File: config.mk
export PLATFORM = sky130hd
export DESIGN_NAME = debounce_filter
export DESIGN_NICKNAME = d
export VERILOG_FILES = /design/src/rtl/debounce_filter.sv
export SDC_FILE = /design/constraint.sdc
export NUM_CORES = 1
export LEC_CHECK = 0
export ABC_AREA = 1
export CAP_MARGIN = 30
export CORE_UTILIZATION = 45
export CTS_BUF_LIST = sky130_fd_sc_hd__clkbuf_4 sky130_fd_sc_hd__clkbuf_8 sky130_fd_sc_hd__clkbuf_16
export CTS_CLUSTER_SIZE = 10
export DETAILED_ROUTE_END_ITERATION = 10
export GPL_TIMING_DRIVEN = 0
export HOLD_SLACK_MARGIN = 0.08
export PLACE_DENSITY = 0.66
export SYNTH_ARGS = -nofsm -noshare
export SYNTH_HDL_FRONTEND = slang
export SYNTH_SLANG_ARGS = --single-unit
File: constraint.sdc
create_clock -name clock -period 3.71 [get_ports clock]
set_input_delay 0.742 -clock clock [delete_from_list [all_inputs] [get_ports clock]]
set_output_delay 0.742 -clock clock [all_outputs]
set_load 0.01 [all_outputs]
File: src/rtl/debounce_filter.sv
// Button debouncer: two-flop synchroniser feeding a stability counter. The output follows the
// input only after it has held a new level for CLOCK_LIMIT-CLOCK_START+1 cycles. Define
// DEBOUNCE_PULSE_EN to add the one-cycle press output on each debounced 0->1 update.
`timescale 1ns/1ps
module debounce_filter #(
    parameter int                    CLOCK_SIZE  = 24,
    parameter logic [CLOCK_SIZE-1:0] CLOCK_START = 24'd0,
    parameter logic [CLOCK_SIZE-1:0] CLOCK_LIMIT = 24'd119999
) (
    input  logic clock,
    input  logic reset,
    input  logic in,
`ifdef DEBOUNCE_PULSE_EN
    output logic press,
`endif
    output logic out
);

    logic                  sync1_r;
    logic                  sync_r;
    logic [CLOCK_SIZE-1:0] count_r;
    logic [CLOCK_SIZE-1:0] count_next_s;
    logic                  out_next_s;
    logic                  differ_s;
    logic                  at_limit_s;

    assign differ_s   = (sync_r != out);
    assign at_limit_s = (count_r == CLOCK_LIMIT);

    // Two-flop synchroniser; sync_r is the only form of the pad level used below.
    always_ff @(posedge clock or posedge reset) begin
        if (reset) begin
            sync1_r <= 1'b0;
            sync_r  <= 1'b0;
        end else begin
            sync1_r <= in;
            sync_r  <= sync1_r;
        end
    end

    // Stability counter: any return to the current output level restarts the count.
    always_comb begin
        count_next_s = CLOCK_START;
        out_next_s   = out;
        if (!differ_s) begin
            count_next_s = CLOCK_START;
        end else if (at_limit_s) begin
            count_next_s = CLOCK_START;
            out_next_s   = sync_r;
        end else begin
            count_next_s = count_r + CLOCK_SIZE'(1);
        end
    end

    // Counter and debounced output registers.
    always_ff @(posedge clock or posedge reset) begin
        if (reset) begin
            count_r <= CLOCK_START;
            out     <= 1'b0;
        end else begin
            count_r <= count_next_s;
            out     <= out_next_s;
        end
    end

`ifdef DEBOUNCE_PULSE_EN
    // press rises together with out, so it is high exactly in the first cycle out reads 1.
    always_ff @(posedge clock or posedge reset) begin
        if (reset) begin
            press <= 1'b0;
        end else begin
            press <= differ_s & at_limit_s & sync_r;
        end
    end
`endif

endmodule

==> load_flow_metrics.sql <==
INSERT INTO impl_metrics (metric_group, metric, value, unit) VALUES
('floorplan', 'die_h', '61.66', 'µm'),
('pwr', 'peakVddDrop', '120.8', 'µV'),
('cells_and_area', 'antenna_cells', '0', ''),
('place', 'io_buffer_count', '3', ''),
('synth', 'edff_count_synth', '0', ''),
('worst_setup_path', 'path_delay_family', 'buffers and inverters', ''),
('global_routing', 'gr-max-usage-layer', 'met2', ''),
('timing', 'min_period', '2.024', 'ns'),
('place', 'place_hpwl', '2563', 'µm'),
('hold_path', 'timing.hold.worst.start', 'sync1_r$_DFF_PP0_', ''),
('synth', 'syn_area_per_cell', '7.150', 'µm²'),
('timing', 'finalWorstSetupSlack', '1.686', 'ns'),
('pwr', 'p_leak', '0.7493', 'nW'),
('place', 'globalplace.congestion', '0.8271', ''),
('detailed_routing', 'wire_per_inst', '11.65', 'µm'),
('synth', 'yosys_warnings', '0', ''),
('synth', 'post_synth_inst_count', '224', ''),
('clock_network', 'clk_transition_reported_paths', '0.15', 'ns'),
('worst_setup_path', 'critical_path_required', '2.97', 'ns'),
('worst_setup_path', 'series_of_cell_instances_along_the_critical_path', 'clkdlybuf4s50_1', ''),
('synth', 'synth_top_flop_cell', 'sky130_fd_sc_hd__dfrtp_1', ''),
('detailed_routing', 'drt-pass1-iter-count', '4', ''),
('clock_network', 'clk_path_buf_depth', '2', ''),
('job', 'drv_cap', '0', ''),
('synth', 'fraction_of_synthesized_cell_area_taken_by_the_top_area_cell_type', '42.19', '%'),
('clock_network', 'hold_buffers', '0', ''),
('worst_setup_path', 'crit_path_end_kind', 'primary output', ''),
('place', 'dpl_worst_slack', '2.057', 'ns'),
('place', 'place_area', '1717', 'µm²'),
('cells_and_area', 'nFillCells', '382', ''),
('synth', 'synthesized_netlist_net_count', '228', ''),
('global_routing', 'grt_util_met1', '28.37', '%'),
('detailed_routing', 'remaining_drc_errors', '0', ''),
('global_routing', 'grt_first_pass_wirelength', '5430', 'µm'),
('clock_network', 'cts.htree.levels', '1', ''),
('hold_path', 'hp-class', 'flop to flop', ''),
('cells_and_area', 'design_area', '1747', 'µm²'),
('synth', 'netlist_area_pre_place', '1602', 'µm²'),
('timing', 'rsz0062_at_grt', 'false', ''),
('global_routing', 'gr-total-overflow', '0', ''),
('clock_network', 'ctsRootBufferMaster', 'sky130_fd_sc_hd__clkbuf_4', ''),
('timing', 'skew', '0.01349', 'ns'),
('floorplan', 'dieArea', '3801', 'µm²'),
('clock_network', 'cts_buffers', '3', ''),
('cells_and_area', 'post_route_cells_drive_above_1_share', '9.052', '%'),
('clock_network', 'tritoncts_clock_tree', 'yes', ''),
('synth', 'synth_top_cells_by_count', 'sky130_fd_sc_hd__nand2_1, sky130_fd_sc_hd__nor2_1, sky130_fd_sc_hd__dfrtp_1', ''),
('timing', 'period_utilization', '54.56', '%'),
('cells_and_area', 'sequential_cell_area', '675.6', 'µm²'),
('floorplan', 'coreArea', '3363', 'µm²'),
('global_routing', 'grtUsageTotal', '19.63', '%'),
('worst_setup_path', 'worstPathMaxFanout', '3', ''),
('floorplan', 'fp-row-count', '21', ''),
('clock_network', 'post-cts-setup-buffers', '0', ''),
('global_routing', 'initial_antenna_violation_count', '0', ''),
('cells_and_area', 'synthToLayoutAreaGrowth', '9.063', '%'),
('worst_setup_path', 'regToRegStartpoint', 'count_r[0]$_DFF_PP0_', ''),
('pwr', 'post-layout-total-power', '460.1', 'µW'),
('timing', 'worstMarginPinSlew', '0.5687', 'ns'),
('global_routing', 'vias_in_the_first_global_route', '1228', ''),
('worst_setup_path', 'startpoint_class', 'flop', ''),
('synth', 'async_flop_share', '100.0', '%'),
('status', 'run_status', 'complete, no violations', ''),
('timing', 'drv_slew', '0', ''),
('detailed_routing', 'vias_per_cell', '4.723', ''),
('floorplan', 'die_width', '61.66', 'µm'),
('global_routing', 'gr-usage-met3', '2.521', '%'),
('timing', 'max_slew_margin', '62.04', '%'),
('pwr', 'power.density', '263.4', 'nW/µm²'),
('worst_setup_path', 'worstSetupPathType', 'flop to primary output', ''),
('synth', 'post-synth-top-area-cell', 'sky130_fd_sc_hd__dfrtp_1', '');
==> state kept, by name, indices dropped and copies added (netlist names) <==
register	cells
count_r	24
out	1
sync_r	1
sync1_r	1
==> cell families (layout without fill, tap and decap cells) <==
group | Yosys count | in the layout | synth area share [%]
flops | 27 | 27 | 42.19
buf+inv | 24 | 32 | 5.703
fa+ha+maj | 1 | 1 | 0.7811
xor+xnor | 12 | 12 | 6.562
compound gates | 6 | 6 | 2.656
simple gates | 154 | 154 | 42.11
==> cell type report <==
cell class                 instances  area share (%)
timing repair buffer               4           3.295
clock buffer                       4           1.719
inverter                          23           4.943
multi-input combinational        173           47.78
buffer                             1          0.2865
tap                               46           3.295
sequential                        27           38.68
==> report_power, final <==
part | internal, mW | switching (mW) | leakage (nW)
combinational | 0.00917 | 0.0159 | 0.361
clock | 0.0493 | 0.0841 | 0.0184
sequential | 0.298 | 0.00352 | 0.370
total | 0.357 | 0.104 | 0.749
==> worst paths after layout <==
path / end / slack, ns / depth (start not counted)
worst max-delay path: out / 1.69 / 1
worst min register to register: sync_r$_DFF_PP0_ / 0.37 / 0
worst min-delay path: sync_r$_DFF_PP0_ / 0.37 / 0
worst max register to register: count_r[0]$_DFF_PP0_ / 2.08 / 8
max in group asynchronous: count_r[6]$_DFF_PP0_ / 2.48 / 3
min in group asynchronous: count_r[23]$_DFF_PP0_ / 0.75 / 2
==> placed cells by master, fill, tap and decap left out, drive strengths merged <==
| cell type | count |
|---|---|
| ha | 1 |
| nand4 | 1 |
| clkbuf | 4 |
| nand3b | 2 |
| nand3 | 14 |
| inv | 23 |
| clkdlybuf4s50 | 3 |
| nor2 | 66 |
| nand2 | 68 |
| xnor2 | 4 |
| nor3 | 3 |
| xor2 | 8 |
| dfrtp | 27 |
| o21bai | 5 |
| buf | 2 |
| a21oi | 1 |
==> stage by stage <==
stage | hold slack [ns] | instances | util (%)
2_1_floorplan | 0.3312 | 224 | -
3_3_place_gp | 0.3339 | 273 | 50.22
3_5_place_dp | 0.3362 | 274 | 51.04
4_1_cts | 0.3702 | 278 | 51.93
5_1_grt | 0.3836 | 278 | 51.93
6_report | 0.3669 | 278 | 51.93
==> routing by layer <==
layer	wire, µm	vias up
li1	-	701
met1	1719	594
met2	1398	14
met3	83	4
met4	38	0
met5	0	-
Note: power is estimated with default switching activity, not from simulation.
